$ cat src/rtl/dual_fetch_queue_if.sv
// Issue, fetch-control and instruction-memory bus of the dual fetch queue.
// master = fetch unit, slave = HCU / branch unit / instruction memory.
interface dual_fetch_queue_if #(
    parameter int DEPTH = 8
);
    localparam int CW = $clog2(DEPTH) + 1;

    logic          fetch_next;
    logic          redirect_in;
    logic [7:0]    redirect_pc_in;
    logic [7:0]    im_addr0;
    logic [7:0]    im_addr1;
    logic          im_req;
    logic [15:0]   im_rdata0;
    logic [15:0]   im_rdata1;
    logic [15:0]   p0_IR_out;
    logic [7:0]    p0_PC_out;
    logic [15:0]   p1_IR_out;
    logic [7:0]    p1_PC_out;
    logic          p0_valid_out;
    logic          p1_valid_out;
    logic [CW-1:0] q_count_out;

    modport master (
        input  fetch_next, redirect_in, redirect_pc_in,
        input  im_rdata0, im_rdata1,
        output im_addr0, im_addr1, im_req,
        output p0_IR_out, p0_PC_out, p1_IR_out, p1_PC_out,
        output p0_valid_out, p1_valid_out, q_count_out
    );

    modport slave (
        output fetch_next, redirect_in, redirect_pc_in,
        output im_rdata0, im_rdata1,
        input  im_addr0, im_addr1, im_req,
        input  p0_IR_out, p0_PC_out, p1_IR_out, p1_PC_out,
        input  p0_valid_out, p1_valid_out, q_count_out
    );
endinterface

$ cat src/rtl/dual_fetch_queue.sv
// Dual-issue fetch unit: two-word IM fetches into a circular {PC, IR}
// queue, oldest two entries presented as the p0/p1 issue pair.
module dual_fetch_queue #(
    parameter int          DEPTH    = 8,
    parameter logic [7:0]  RESET_PC = 8'h00,
    parameter logic [15:0] NOP_INST = 16'h0000
) (
    input  logic              clk,
    input  logic              rst,
    dual_fetch_queue_if.master bus
);
    localparam int AW = $clog2(DEPTH);
    localparam int CW = AW + 1;

    logic [7:0]    fetch_pc;
    logic [7:0]    req_pc;
    logic [AW-1:0] head;
    logic [AW-1:0] tail;
    logic [CW-1:0] count;
    logic          inflight;

    logic [7:0]    pc_q [DEPTH];
    logic [15:0]   ir_q [DEPTH];

    logic          req;
    logic          push;
    logic [CW-1:0] pop_n;
    logic [CW:0]   need;
    logic [AW-1:0] head1;
    logic [AW-1:0] tail1;

    // Request, push and pop decisions for this cycle
    always_comb begin
        need  = {1'b0, count} + (inflight ? (CW+1)'(2) : '0);
        req   = rst && !bus.redirect_in && (need <= (CW+1)'(DEPTH - 2));
        push  = inflight && !bus.redirect_in;
        pop_n = '0;
        if (bus.fetch_next)
            pop_n = (count >= CW'(2)) ? CW'(2) : count;
        head1 = head + AW'(1);
        tail1 = tail + AW'(1);
    end

    // Pointers, occupancy and fetch PC; redirect overrides everything
    always_ff @(posedge clk or negedge rst) begin
        if (!rst) begin
            fetch_pc <= RESET_PC;
            req_pc   <= '0;
            head     <= '0;
            tail     <= '0;
            count    <= '0;
            inflight <= 1'b0;
        end else if (bus.redirect_in) begin
            fetch_pc <= bus.redirect_pc_in;
            head     <= '0;
            tail     <= '0;
            count    <= '0;
            inflight <= 1'b0;
        end else begin
            head     <= head + pop_n[AW-1:0];
            tail     <= push ? tail + AW'(2) : tail;
            count    <= count + (push ? CW'(2) : '0) - pop_n;
            inflight <= req;
            if (req) begin
                req_pc   <= fetch_pc;
                fetch_pc <= fetch_pc + 8'd2;
            end
        end
    end

    // Queue storage; the returning pair lands at tail and tail+1
    always_ff @(posedge clk) begin
        if (push) begin
            pc_q[tail]  <= req_pc;
            ir_q[tail]  <= bus.im_rdata0;
            pc_q[tail1] <= req_pc + 8'd1;
            ir_q[tail1] <= bus.im_rdata1;
        end
    end

    // Issue pair and IM request, combinational from registered state
    always_comb begin
        bus.p0_IR_out    = NOP_INST;
        bus.p0_PC_out    = '0;
        bus.p0_valid_out = 1'b0;
        bus.p1_IR_out    = NOP_INST;
        bus.p1_PC_out    = '0;
        bus.p1_valid_out = 1'b0;
        if (count >= CW'(2)) begin
            bus.p0_IR_out    = ir_q[head];
            bus.p0_PC_out    = pc_q[head];
            bus.p0_valid_out = 1'b1;
            bus.p1_IR_out    = ir_q[head1];
            bus.p1_PC_out    = pc_q[head1];
            bus.p1_valid_out = 1'b1;
        end else if (count == CW'(1)) begin
            bus.p0_IR_out    = ir_q[head];
            bus.p0_PC_out    = pc_q[head];
            bus.p0_valid_out = 1'b1;
            bus.p1_PC_out    = pc_q[head] + 8'd1;
        end
        bus.im_req      = req;
        bus.im_addr0    = fetch_pc;
        bus.im_addr1    = fetch_pc + 8'd1;
        bus.q_count_out = count;
    end
endmodule

$ cat src/flat_wrapper.sv
// flat-port wrapper written by rule: the top's interface ports become plain ports
module dual_fetch_queue_flat 
#(
    parameter int          DEPTH    = 8,
    parameter logic [7:0]  RESET_PC = 8'h00,
    parameter logic [15:0] NOP_INST = 16'h0000
)
  (clk, rst, bus_fetch_next, bus_redirect_in, bus_redirect_pc_in, bus_im_rdata0, bus_im_rdata1, bus_im_addr0, bus_im_addr1, bus_im_req, bus_p0_IR_out, bus_p0_PC_out, bus_p1_IR_out, bus_p1_PC_out, bus_p0_valid_out, bus_p1_valid_out, bus_q_count_out);
  dual_fetch_queue_if #(.DEPTH(DEPTH)) bus_i ();
  input  logic clk;
  input  logic rst;
  input wire logic [$bits(bus_i.fetch_next)-1:0] bus_fetch_next;
  input wire logic [$bits(bus_i.redirect_in)-1:0] bus_redirect_in;
  input wire logic [$bits(bus_i.redirect_pc_in)-1:0] bus_redirect_pc_in;
  input wire logic [$bits(bus_i.im_rdata0)-1:0] bus_im_rdata0;
  input wire logic [$bits(bus_i.im_rdata1)-1:0] bus_im_rdata1;
  output wire logic [$bits(bus_i.im_addr0)-1:0] bus_im_addr0;
  output wire logic [$bits(bus_i.im_addr1)-1:0] bus_im_addr1;
  output wire logic [$bits(bus_i.im_req)-1:0] bus_im_req;
  output wire logic [$bits(bus_i.p0_IR_out)-1:0] bus_p0_IR_out;
  output wire logic [$bits(bus_i.p0_PC_out)-1:0] bus_p0_PC_out;
  output wire logic [$bits(bus_i.p1_IR_out)-1:0] bus_p1_IR_out;
  output wire logic [$bits(bus_i.p1_PC_out)-1:0] bus_p1_PC_out;
  output wire logic [$bits(bus_i.p0_valid_out)-1:0] bus_p0_valid_out;
  output wire logic [$bits(bus_i.p1_valid_out)-1:0] bus_p1_valid_out;
  output wire logic [$bits(bus_i.q_count_out)-1:0] bus_q_count_out;
  assign bus_i.fetch_next = bus_fetch_next;
  assign bus_i.redirect_in = bus_redirect_in;
  assign bus_i.redirect_pc_in = bus_redirect_pc_in;
  assign bus_i.im_rdata0 = bus_im_rdata0;
  assign bus_i.im_rdata1 = bus_im_rdata1;
  assign bus_im_addr0 = bus_i.im_addr0;
  assign bus_im_addr1 = bus_i.im_addr1;
  assign bus_im_req = bus_i.im_req;
  assign bus_p0_IR_out = bus_i.p0_IR_out;
  assign bus_p0_PC_out = bus_i.p0_PC_out;
  assign bus_p1_IR_out = bus_i.p1_IR_out;
  assign bus_p1_PC_out = bus_i.p1_PC_out;
  assign bus_p0_valid_out = bus_i.p0_valid_out;
  assign bus_p1_valid_out = bus_i.p1_valid_out;
  assign bus_q_count_out = bus_i.q_count_out;
  dual_fetch_queue #(.DEPTH(DEPTH), .RESET_PC(RESET_PC), .NOP_INST(NOP_INST)) u_core (.clk(clk), .rst(rst), .bus(bus_i));
endmodule
$ cat config.mk
export PLATFORM = sky130hd
export DESIGN_NAME = dual_fetch_queue_flat
export DESIGN_NICKNAME = d
export VERILOG_FILES = /design/src/rtl/dual_fetch_queue_if.sv /design/src/rtl/dual_fetch_queue.sv /design/src/flat_wrapper.sv
export SDC_FILE = /design/constraint.sdc
export NUM_CORES = 1
export LEC_CHECK = 0
export CAP_MARGIN = 20
export CORE_MARGIN = 3
export CORE_UTILIZATION = 35
export DETAILED_ROUTE_END_ITERATION = 6
export GPL_TIMING_DRIVEN = 1
export PLACE_DENSITY_LB_ADDON = 0.2
export SYNTH_ARGS = -nofsm -noshare
export SYNTH_HDL_FRONTEND = slang
export SYNTH_SLANG_ARGS = --single-unit
$ cat constraint.sdc
create_clock -name clk -period 4.6 [get_ports clk]
set_input_delay 0.92 -clock clk [delete_from_list [all_inputs] [get_ports clk]]
set_output_delay 0.92 -clock clk [all_outputs]
set_load 0.02 [all_outputs]
# --- Word level (Yosys, flattened, before mapping) ---
# Memories as Yosys holds them, arrays and structs flattened.
# Cells that the tools add are included.
totals:
  inputBits: 44
  ramBits: 192
  register_bits: 27
  mem_count: 2
op_classes:
  n_addsub: 11
  mux: 23
  bitwise: 1
  magnitude_cmp: 2
  n_eq_ne: 1
  n_reduce_logical: 7
mem_list:
  columns: ["memory", "depth", "width", "rd", "rd_clocked_by_memory_dff", "write_ports", "line", "text"]
  rows:
  - ["u_core.ir_q", 8, 16, 2, 0, 2, "dual_fetch_queue.sv:23", "logic [15:0] ir_q [DEPTH];"]
  - ["u_core.pc_q", 8, 8, 2, 0, 2, "dual_fetch_queue.sv:22", "logic [7:0] pc_q [DEPTH];"]
op_table:
  columns: ["operator", "count"]
  rows:
  - ["16-bit 2-to-1 mux", 3]
  - ["8-bit 2-to-1 mux", 6]
  - ["8-bit by 1-bit adder with 8-bit output (second input constant)", 3]
  - ["4-bit 2-to-1 mux", 3]
  - ["3-bit 2-to-1 mux", 3]
  - ["8-bit by 2-bit adder with 8-bit output (second input constant)", 1]
  - ["3-bit by 1-bit adder with 3-bit output (second input constant)", 2]
  - ["1-bit 2-to-1 mux", 6]
  - ["4-bit by 5-bit adder with 5-bit output", 1]
  - ["5-bit by 3-bit <= comparator with 1-bit output (second input constant)", 1]
  - ["4-bit adder", 1]
  - ["4-bit by 1-bit equality test with 1-bit output (second input constant)", 1]
  - ["4-bit by 2-bit >= comparator with 1-bit output (second input constant)", 1]
  - ["2-bit 2-to-1 mux", 2]
  - ["2-bit nonzero test", 2]
  - ["4-bit subtractor", 1]
  - ["3-bit by 2-bit adder with 3-bit output (second input constant)", 1]
  - ["3-bit adder", 1]
  - ["1-bit logical AND", 3]
  - ["2-bit AND reduction", 1]
  - ["1-bit zero test", 1]
  - ["1-bit inverter", 1]

# --- Depth between registers and ports, before layout ---
# Gate-level depths: netlist of run 1.
logic_depth:
  ltp_word: 6
  ltp_mapped: 12
  mapped_depth_nobuf: 11

# --- Least setup slack after synthesis of run 1 ---
# OpenSTA, ideal clock, no wires.
synth_path:
  kind: "reg2out"
  from: "register u_core.head[0]"
  to: "output port bus_p1_PC_out[4]"
  n_path_buf: 2
  setup_slack_ps: 1404
  required_time_ps: 3680
  arrival_ps: 2276
  stages_incl_launch_ff: 11
  path_cell_list: "dfrtp_1 -> buf_6 -> buf_12 -> mux4_2 -> mux2i_4 -> inv_1 -> ha_1 -> inv_1 -> nor3_1 -> xor2_1 -> o22ai_1"
synth_between:
  elab_chain_len: 4
synth_lines:
  columns: ["element", "line", "text"]
  rows:
  - ["from (decl)", "dual_fetch_queue.sv:17", "logic [AW-1:0] head;"]
  - ["from (signal assigned)", "dual_fetch_queue.sv:60", "head <= head + pop_n[AW-1:0];"]
  - ["memory 8 x 8 bit (*)", null, null]
  - ["8-bit by 1-bit adder with 8-bit output", "dual_fetch_queue.sv:100", "bus.p1_PC_out = pc_q[head] + 8'd1;"]
  - ["8-bit 2-to-1 mux", "dual_fetch_queue.sv:96", "end else if (count == CW'(1)) begin"]
  - ["8-bit 2-to-1 mux (*)", "dual_fetch_queue.sv:89", "if (count >= CW'(2)) begin"]
  - ["to (decl)", "flat_wrapper.sv:23", "output wire logic [$bits(bus_i.p1_PC_out)-1:0] bus_p1_PC_out;"]
# Every way passes the cells marked *; elsewhere a longest branch is shown, timed or not.

# --- Final worst setup path of run 1 ---
layout_path:
  from: "register u_core.head[2]"
  to: "output port bus_p1_PC_out[4]"
# Same word-level chain as after synthesis.

==> flow_metrics.env, run 1 <==
export IMPL_ir_worst_vdd_mv=0.2718
export IMPL_ys_warn_count=0
export IMPL_worstPathCellList="mux4_2 > mux2i_4 > inv_1 > ha_1 > inv_1 > nor3_1 > xor2_1 > o22ai_1 > clkdlybuf4s50_1"
export IMPL_finalSetupViolCount=0
export IMPL_critPathMaxFanout=24
export IMPL_p_int_mw=4.770
export IMPL_core_area_um2=33030
export IMPL_powerDensity_nw_per_um2=508.0
export IMPL_worst_ep_required_time_ps=3680
export IMPL_initialDrtViolationCount=346
export IMPL_wl_per_cell_um=20.88
export IMPL_antenna_left=0
export IMPL_max_freq_mhz=227.1
export IMPL_p_sw_mw=2.496
export IMPL_start_util_pct=36.11
export IMPL_p_clk_share_pct=25.7
export IMPL_crit_type="register to primary output"
export IMPL_drtPass1Iterations=4
export IMPL_power_leakage_nw=4.775
export IMPL_dpl_hpwl_um=18970
export IMPL_crit_arrival_ps=3480
export IMPL_pwr_share_comb_pct=38.6
export IMPL_seq_area_frac_synth_pct=53.80
export IMPL_min_period_ps=4404
export IMPL_fin_worst_skew_ps=6.977
export IMPL_finalHoldViolations=0
export IMPL_clock_latency_ps=510
export IMPL_antenna_cells=0
export IMPL_grt_pass1_wl_um=44090
export IMPL_die_w_um=190.6
export IMPL_vias=6982
export IMPL_slew_violations=0
export IMPL_synth_nets=883
export IMPL_io_buffers=114
export IMPL_grt_max_degree=39
export IMPL_finalSetupTns_ps=0
export IMPL_placed_cell_area_um2=13500
export IMPL_crit_buf_inv=3
export IMPL_wl_um=28290
export IMPL_clkSlewWorstSetupHoldPaths_ps=60
export IMPL_cpMostUsedCell="inv_1"
export IMPL_fin_crit_sh_pct=95.73
export IMPL_grt_pass1_vias=7395
export IMPL_netlist_area_um2=11930
export IMPL_final_cell_mix="edfxtp_1 (192), clkdlybuf4s50_1 (114), mux4_2 (93), nand2_1 (90), mux2_2 (69)"
export IMPL_synth_flop_cell="edfxtp_1"
export IMPL_htree_levels=1
export IMPL_cts_tree="built"
export IMPL_crit_slowest_cell="dfrtp_4"
export IMPL_worstSetupStartpointType="register"
export IMPL_postSynthCellCount=819
export IMPL_rsz0062_at_grt="false"
export IMPL_syn_area_per_cell_um2=14.56
export IMPL_mostFrequentLayoutCell="edfxtp_1"
export IMPL_endpoint_kind="primary output"
export IMPL_pwr_share_seq_pct=35.7
export IMPL_rows=66
export IMPL_status="complete, no violations"
export IMPL_synth_edf_count=192
export IMPL_crit_path_max_incr_delay_ps=740
export IMPL_drive_gt1_share_pct=27.49
export IMPL_gp_congestion=0.7715
export IMPL_global_route_usage_total_pct=15.72
export IMPL_drc_errors=0
export IMPL_clock_sinks=218
export IMPL_nNetsFinal=960
export IMPL_postCtsHoldBufs=0
export IMPL_hold_class="register to register"
export IMPL_critical_path_top_delay_family="buffers and inverters"
export IMPL_avgViaCountPerCell=5.153
export IMPL_ys_ff_latch=218
export IMPL_synth_distinct_cells=45
export IMPL_slew_limit_headroom_pct=50.36
export IMPL_holdWs_ps=574.2
export IMPL_maxCapViolations=0
export IMPL_ctsRootBufferMaster="clkbuf_16"
export IMPL_grt_remaining_overflow=0
export IMPL_dieArea_um2=36330
export IMPL_tightest_slew_ps=740.9
export IMPL_async_reset_ff_share_pct=11.93
export IMPL_cts_buffers=25
export IMPL_io_pins=115
export IMPL_die_h_um=190.6
export IMPL_final_area_um2=14300
export IMPL_cts_path_max_buffers=3
export IMPL_antenna_found_initial=0
export IMPL_area_growth_synth_to_final_pct=19.92
export IMPL_switching_share_pct=34.35
sequential cells by signal, indices dropped and copies added, names as in the netlist:
name                    flops
u_core.ir_q               128
u_core.pc_q                64
u_core.bus.im_addr0         8
u_core.req_pc               8
u_core.bus.q_count_out      4
u_core.head                 3
u_core.tail                 2
u_core.inflight             1
worst paths after layout:
| check | startpoint | endpoint | slack [ps] | cells after the start |
|---|---|---|---|---|
| setup / recovery | u_core.head[2] | bus_p1_PC_out[4] | 200 | 9 |
| hold reg to reg | u_core.bus.im_addr0[7] | u_core.req_pc[7] | 570 | 2 |
| min in group asynchronous | rst | u_core.bus.q_count_out[2] | 860 | 2 |
| setup reg to reg | u_core.bus.q_count_out[2] | u_core.bus.q_count_out[3] | 1890 | 11 |
| hold / removal | u_core.bus.im_addr0[7] | u_core.req_pc[7] | 570 | 2 |
| max in group asynchronous | rst | u_core.head[0] | 3430 | 2 |
cells by family (layout without fill, tap and decap cells):
kind of cell	Yosys count	after routing	share of synthesized area [%]
XOR/XNOR	45	45	3.305
multiplexers	194	194	27.59
AO/OA/AOI/OAI	45	45	2.308
buffers and inverters	121	215	4.501
AND/OR/NAND/NOR	176	176	6.211
flip-flops	218	218	53.80
adder cells (fa/ha/maj)	20	20	2.287
routing by layer:
layer  share of wire (%)  vias to the layer above  GRT usage [%]  routed length, µm
met5                   0                        -              0                  0
met4                 2.3                        0          4.008                644
met3                 3.8                       43          2.188               1071
met2                  51                      151          27.79              14380
met1                  43                     3574          20.46              12190
li1                    -                     3214              -                  -
tightest hold or removal path: cells and delay by family (launching register included):
kind | cells | cell delay (ps)
flops | 1 | 420
simple gates | 2 | 120
cells in the mapped netlist, types with 2 or more instances:
cell / number / area, µm²
and2_1: 3 / 18.77
nor3b_1: 3 / 22.52
a31oi_1: 2 / 12.51
clkbuf_1: 72 / 270.3
o211ai_1: 2 / 15.01
buf_4: 8 / 60.06
xor2_1: 22 / 192.7
mux4_1: 3 / 78.83
nor2b_1: 6 / 37.54
ha_1: 17 / 212.7
nor3_1: 3 / 15.01
inv_1: 18 / 67.56
nand3_1: 9 / 45.04
and3_1: 5 / 31.28
o22ai_1: 3 / 18.77
a21oi_1: 23 / 115.1
nand2_1: 90 / 337.8
mux2i_4: 4 / 90.09
edfxtp_1: 192 / 5766
inv_2: 4 / 15.01
mux2i_1: 25 / 250.2
mux4_2: 93 / 2095
mux2_2: 69 / 777.0
buf_2: 13 / 65.06
dfrtp_1: 26 / 650.6
nor2_1: 53 / 198.9
o21ai_0: 7 / 35.03
xnor2_1: 23 / 201.4
fa_1: 3 / 60.06
buf_6: 2 / 22.52
buf_1: 2 / 7.510
area by class of cell:
type	instances	area, µm²
multi-input combinational	480	5006
fill	3050	18730
inverter	23	91.34
sequential	218	6425
tap	442	553.0
clock inverter	14	116.4
clock buffer	30	644.4
timing repair buffer	148	1466
through the flow:
step	setup slack [ps]	std cells	utilization [%]	power (mW)
floorplan	1404	819	-	4.320
global placement	521.1	1307	40.88	5.467
detailed placement	514.7	1307	40.88	5.485
CTS	95.03	1352	43.23	7.372
global route	48.29	1355	43.30	7.634
finish	196.3	1355	43.30	7.266
power by group through the flow:
stage                     registers, mW  logic [mW]  clock network (mW)
after floorplan                    2.47        1.85                   0
after global placement             2.64        2.83                   0
after detailed placement           2.64        2.84                   0
after CTS                          2.60        2.85                1.92
after global routing               2.62        3.01                2.00
final                              2.60        2.80                1.87
timing repair:
item	in CTS	in global routing
resized for setup	1	0
setup buffers	1	3
setup endpoints to repair	16	1
(Power assumes the default switching activity.)
==> inputs of run 2 (changes only) <==
==> constraint.sdc (replaced) <==
create_clock -name clk -period 5.33 [get_ports clk]
set_input_delay 1.066 -clock clk [delete_from_list [all_inputs] [get_ports clk]]
set_output_delay 1.066 -clock clk [all_outputs]
set_load 0.01 [all_outputs]
==> run 2 against run 1 <==
Routed wire length barely moved. Design area rose by 0.32%. Power fell by 13%. Critical path type unchanged. Largest power group is now registers. Highest routed layer unchanged.
==> flow_metrics.env, run 2 (synthesis gave the netlist of run 1 again) <==
export IMPL_ctsRootBufferMaster="clkbuf_16"
export IMPL_postCtsHoldBufs=0
export IMPL_crit_type="register to primary output"
export IMPL_finalSetupTns_ps=0
export IMPL_clock_sinks=218
export IMPL_drc_errors=0
export IMPL_p_clk_share_pct=30.1
export IMPL_top_usage_layer="met2"
export IMPL_pwr_share_comb_pct=34.6
export IMPL_crit_arrival_ps=3790
export IMPL_finalHoldViolations=0
export IMPL_switching_share_pct=31.35
export IMPL_start_util_pct=36.11
export IMPL_grtUsageMet3_pct=2.408
export IMPL_io_buffers=114
export IMPL_top_register="u_core.ir_q"
export IMPL_hold_end="u_core.tail[1]"
export IMPL_clkSlewWorstSetupHoldPaths_ps=60
export IMPL_global_route_usage_total_pct=15.62
export IMPL_fin_crit_sh_pct=91.19
export IMPL_rows=66
export IMPL_hold_class="register to register"
export IMPL_powerDensity_nw_per_um2=442.8
export IMPL_wl_per_cell_um=20.98
export IMPL_dieArea_um2=36330
export IMPL_r2r_start="u_core.inflight"
export IMPL_max_freq_mhz=205.7
export IMPL_endpoint_kind="primary output"
export IMPL_slew_violations=0
export IMPL_use_met1_pct=20.83
export IMPL_cts_tree="built"
export IMPL_ir_worst_vdd_mv=0.2598
export IMPL_dpl_hpwl_um=18230
export IMPL_whs_path_depth=2
export IMPL_cts_path_max_buffers=3
export IMPL_p_int_mw=4.361
export IMPL_grt_pass1_vias=7339
export IMPL_status="complete, no violations"
export IMPL_gp_congestion=0.7787
export IMPL_pwr_share_seq_pct=35.4
export IMPL_power_leakage_nw=4.782
export IMPL_tightest_slew_ps=782.9
export IMPL_core_area_um2=33030
export IMPL_r2r_slack_ps=2560
export IMPL_grtUsageMet2_pct=27.08
export IMPL_grt_pass1_wl_um=43800
export IMPL_vias=6957
export IMPL_nNetsFinal=950
export IMPL_worst_ep_required_time_ps=4260
export IMPL_postLayoutCoreUtil_pct=43.44
export IMPL_rr_endpoint="u_core.ir_q[5][3]"
export IMPL_finalSetupViolCount=0
export IMPL_initialDrtViolationCount=415
export IMPL_htree_levels=1
export IMPL_mostFrequentLayoutCell="edfxtp_1"
export IMPL_grt_remaining_overflow=0
export IMPL_wl_um=28280
export IMPL_drive_gt1_share_pct=27.37
export IMPL_die_w_um=190.6
export IMPL_min_from="u_core.inflight"
export IMPL_cts_buffers=26
export IMPL_antenna_cells=0
export IMPL_die_h_um=190.6
export IMPL_clock_latency_ps=520
export IMPL_io_pins=115
export IMPL_r2r_cells=5
export IMPL_antenna_found_initial=0
export IMPL_min_period_ps=4861
export IMPL_grt_max_degree=56
export IMPL_cts_resized_gates=0
export IMPL_avgViaCountPerCell=5.161
export IMPL_postCtsSetupBuffers=0
export IMPL_slew_limit_headroom_pct=47.81
export IMPL_worstSetupStartpointType="register"
export IMPL_drtPass1Iterations=5
export IMPL_top_regs="u_core.ir_q (128), u_core.pc_q (64)"
export IMPL_area_growth_synth_to_final_pct=20.31
export IMPL_largest_register_ffs=128
export IMPL_final_cell_mix="edfxtp_1 (192), clkdlybuf4s50_1 (114), mux4_2 (93), nand2_1 (90), mux2_2 (69)"
export IMPL_critPathMaxFanout=45
export IMPL_fin_worst_skew_ps=11.43
export IMPL_rsz0062_at_grt="false"
export IMPL_p_sw_mw=1.992
export IMPL_maxCapViolations=0
export IMPL_antenna_left=0
## run 2: changes by cell type in the layout (fill, tap and decap cells not counted), sizes merged
cell	before	now
buf	34	23
bufinv	2	6
clkinv	11	7
clkinvlp	1	4
clkbuf	30	31
## run 2: power by group through the flow
stage	Combinational (mW)	Clock (mW)	Sequential (mW)
finish	2.20	1.91	2.25
global placement	2.22	0	2.29
CTS	2.23	1.96	2.25
floorplan	1.42	0	2.11
global route	2.38	2.03	2.27
detailed placement	2.22	0	2.28
## run 2: how the worst max path moves through the flow
stage / start / end / slack, ps / cells after the start
6_report: u_core.head[0] / bus_p1_PC_out[4] / 470 / 9
5_1_grt: u_core.head[0] / bus_p1_PC_out[7] / 250 / 6
4_1_cts: u_core.head[0] / bus_p1_PC_out[4] / 400 / 9
3_5_place_dp: u_core.head[0] / bus_p1_PC_out[4] / 970 / 9
3_3_place_gp: u_core.head[1] / bus_p1_PC_out[6] / 1010 / 6
2_1_floorplan: u_core.head[0] / bus_p1_PC_out[4] / 2120 / 10
## run 2: per-layer routing
metal | vias up | wire length (µm)
met4 | 0 | 458
met5 | - | 0
met3 | 35 | 1224
met1 | 3548 | 12520
met2 | 170 | 14080
li1 | 3204 | -
## run 2: area by class of cell
cell class / instances / area, µm²
timing repair buffer: 137 / 1339
sequential: 218 / 6422
fill: 3020 / 18680
inverter: 23 / 91.34
multi-input combinational: 480 / 5006
clock buffer: 31 / 690.7
clock inverter: 17 / 246.5
tap: 442 / 553.0
## run 2: metrics by stage
stage / hold WS [ps] / instance area, µm² / setup slack [ps] / power [mW] / instances
2_1_floorplan: 556.8 / 11930 / 2124 / 3.536 / 819
6_report: 607.6 / 14350 / 469.5 / 6.353 / 1348
3_5_place_dp: 599.3 / 13410 / 972.8 / 4.506 / 1300
3_3_place_gp: 592.4 / 13410 / 1010 / 4.506 / 1300
5_1_grt: 628.8 / 14350 / 251.6 / 6.680 / 1348
4_1_cts: 612.5 / 14350 / 398.2 / 6.439 / 1348
## run 2: worst max-delay path, stage by stage, from the launching register on
cell and delay (ps):
dfrtp_4 910, mux4_2 620, mux2i_4 220, inv_1 90
ha_1 230, inv_1 100, nor3_1 70, xor2_1 150
o22ai_1 280, clkdlybuf4s50_1 600
==> inputs of run 3 (changes only) <==
--- a/config.mk
+++ b/config.mk
@@ -8,6 +8,7 @@
 export CAP_MARGIN = 20
 export CORE_MARGIN = 3
 export CORE_UTILIZATION = 35
+export CTS_CLUSTER_SIZE = 14
 export DETAILED_ROUTE_END_ITERATION = 6
 export GPL_TIMING_DRIVEN = 1
 export PLACE_DENSITY_LB_ADDON = 0.2
==> run 3 against run 2 <==
Core utilization fell by 0.20 points. Count of clock-buffer cells in the layout rose by 3. First-iteration DRC count rose by 3.4%. Clock power fell by 7%. Via count fell by 0.29%. Largest power group unchanged.
==> flow_metrics.env, run 3 (synthesis gave the netlist of run 1 again) <==
export IMPL_postLayoutCoreUtil_pct=43.24
export IMPL_wl_um=28170
export IMPL_io_pins=115
export IMPL_ir_worst_vdd_mv=0.2573
export IMPL_drive_gt1_share_pct=27.45
export IMPL_grt_pass1_wl_um=43780
export IMPL_dieArea_um2=36330
export IMPL_area_growth_synth_to_final_pct=19.75
export IMPL_global_route_usage_total_pct=15.62
export IMPL_drtPass1Iterations=5
export IMPL_die_w_um=190.6
export IMPL_grtUsageMet2_pct=26.99
export IMPL_cts_path_max_buffers=3
export IMPL_top_register="u_core.ir_q"
export IMPL_placed_cell_area_um2=13410
export IMPL_clock_latency_ps=510
export IMPL_clock_sinks=218
export IMPL_rsz0062_at_grt="false"
export IMPL_grt_max_degree=56
export IMPL_nNetsFinal=951
export IMPL_avgViaCountPerCell=5.142
export IMPL_finalSetupViolCount=0
export IMPL_grtUsageMet3_pct=2.279
export IMPL_wl_per_cell_um=20.88
export IMPL_finalPower_mw=6.206
export IMPL_tightest_slew_ps=790.4
export IMPL_finalHoldViolations=0
export IMPL_use_met1_pct=20.90
export IMPL_die_h_um=190.6
export IMPL_antenna_left=0
export IMPL_top_usage_layer="met2"
export IMPL_worst_ep_required_time_ps=4260
export IMPL_drc_errors=0
export IMPL_start_util_pct=36.11
export IMPL_gp_congestion=0.7787
export IMPL_slew_limit_headroom_pct=47.31
export IMPL_worstSetupStartpointType="register"
export IMPL_cts_resized_gates=0
export IMPL_dpl_hpwl_um=18230
export IMPL_grt_pass1_vias=7267
export IMPL_top_regs="u_core.ir_q (128), u_core.pc_q (64)"
export IMPL_clkSlewWorstSetupHoldPaths_ps=60
export IMPL_holdWs_ps=609.8
export IMPL_crit_path_max_incr_delay_ps=900
export IMPL_io_buffers=114
export IMPL_r2r_slack_ps=2580
export IMPL_max_freq_mhz=205.5
export IMPL_postCtsHoldBufs=0
export IMPL_postCtsSetupBuffers=0
export IMPL_crit_type="register to primary output"
export IMPL_rows=66
export IMPL_maxCapViolations=0
export IMPL_power_leakage_nw=4.763
export IMPL_final_cell_mix="edfxtp_1 (192), clkdlybuf4s50_1 (114), mux4_2 (93), nand2_1 (90), mux2_2 (69)"
export IMPL_antenna_cells=0
export IMPL_vias=6937
export IMPL_initialDrtViolationCount=429
export IMPL_htree_levels=1
export IMPL_cts_tree="built"
export IMPL_ctsRootBufferMaster="clkbuf_16"
export IMPL_grt_remaining_overflow=0
export IMPL_fin_worst_skew_ps=6.639
export IMPL_powerDensity_nw_per_um2=434.5
export IMPL_final_area_um2=14280
export IMPL_endpoint_kind="primary output"
export IMPL_mostFrequentLayoutCell="edfxtp_1"
export IMPL_worstPathCellList="buf_4 > mux4_2 > mux2i_1 > nand3_1 > o221ai_2 > clkdlybuf4s50_1"
export IMPL_largest_register_ffs=128
export IMPL_antenna_found_initial=0
export IMPL_core_area_um2=33030
export IMPL_finalSetupTns_ps=0
export IMPL_status="complete, no violations"
export IMPL_hold_class="register to register"
export IMPL_min_period_ps=4867
export IMPL_critPathMaxFanout=45
export IMPL_fin_crit_sh_pct=91.31
export IMPL_crit_arrival_ps=3800
export IMPL_slew_violations=0
export IMPL_cts_buffers=27
export IMPL_crit_slowest_cell="dfrtp_4"
export IMPL_nFillCells=3030
## run 3: cell types whose count changed in the layout (fill, tap and decap cells not counted)
cell,delta
clkbuf_8,+3
clkinvlp_4,-2
inv_6,+2
bufinv_16,-4
clkinv_2,+2
## run 3: cell type report
cell class | count | area [µm²] | area share, %
Clock buffer | 34 | 732.0 | 5.125
Clock inverter | 15 | 138.9 | 0.9724
Inverter | 23 | 91.34 | 0.6395
Multi-Input combinational cell | 480 | 5006 | 35.05
Sequential cell | 218 | 6422 | 44.97
Tap cell | 442 | 553.0 | 3.872
Timing Repair Buffer | 137 | 1339 | 9.374
## run 3: critical path: cells and delay by family (launching register included)
family	cells	cell delay (ps)
AO/OA/AOI/OAI	1	260
buffers and inverters	2	1090
flip-flops	1	900
multiplexers	2	860
AND/OR/NAND/NOR	1	140
## run 3: metal layers
layer | wire [µm] | vias to the layer above
met5 | 0 | -
met4 | 499 | 0
met3 | 1265 | 36
met2 | 13980 | 158
met1 | 12430 | 3535
li1 | - | 3208
## run 3: path summary, 6_finish.rpt
path                            startpoint           endpoint  depth (start not counted)
hold / removal             u_core.inflight     u_core.tail[1]                          2
max in group asynchronous              rst     u_core.head[0]                          2
hold reg to reg            u_core.inflight     u_core.tail[1]                          2
setup / recovery            u_core.head[0]   bus_p1_PC_out[7]                          6
setup reg to reg           u_core.inflight  u_core.ir_q[5][8]                          5
min in group asynchronous              rst     u_core.head[2]                          2
## run 3: report_power, final
part	leakage, nW	switching (mW)	internal [mW]	total [mW]
sequential	2.07	0.227	2.02	2.25
clock	0.427	0.699	1.07	1.77
combinational	2.27	1.06	1.13	2.19
## run 3: stage by stage
step,setup slack [ps],cells
final,463.0,1349
after global routing,250.4,1349
after CTS,410.8,1349
after detailed placement,972.8,1300
after global placement,1010,1300
after floorplan,2124,819
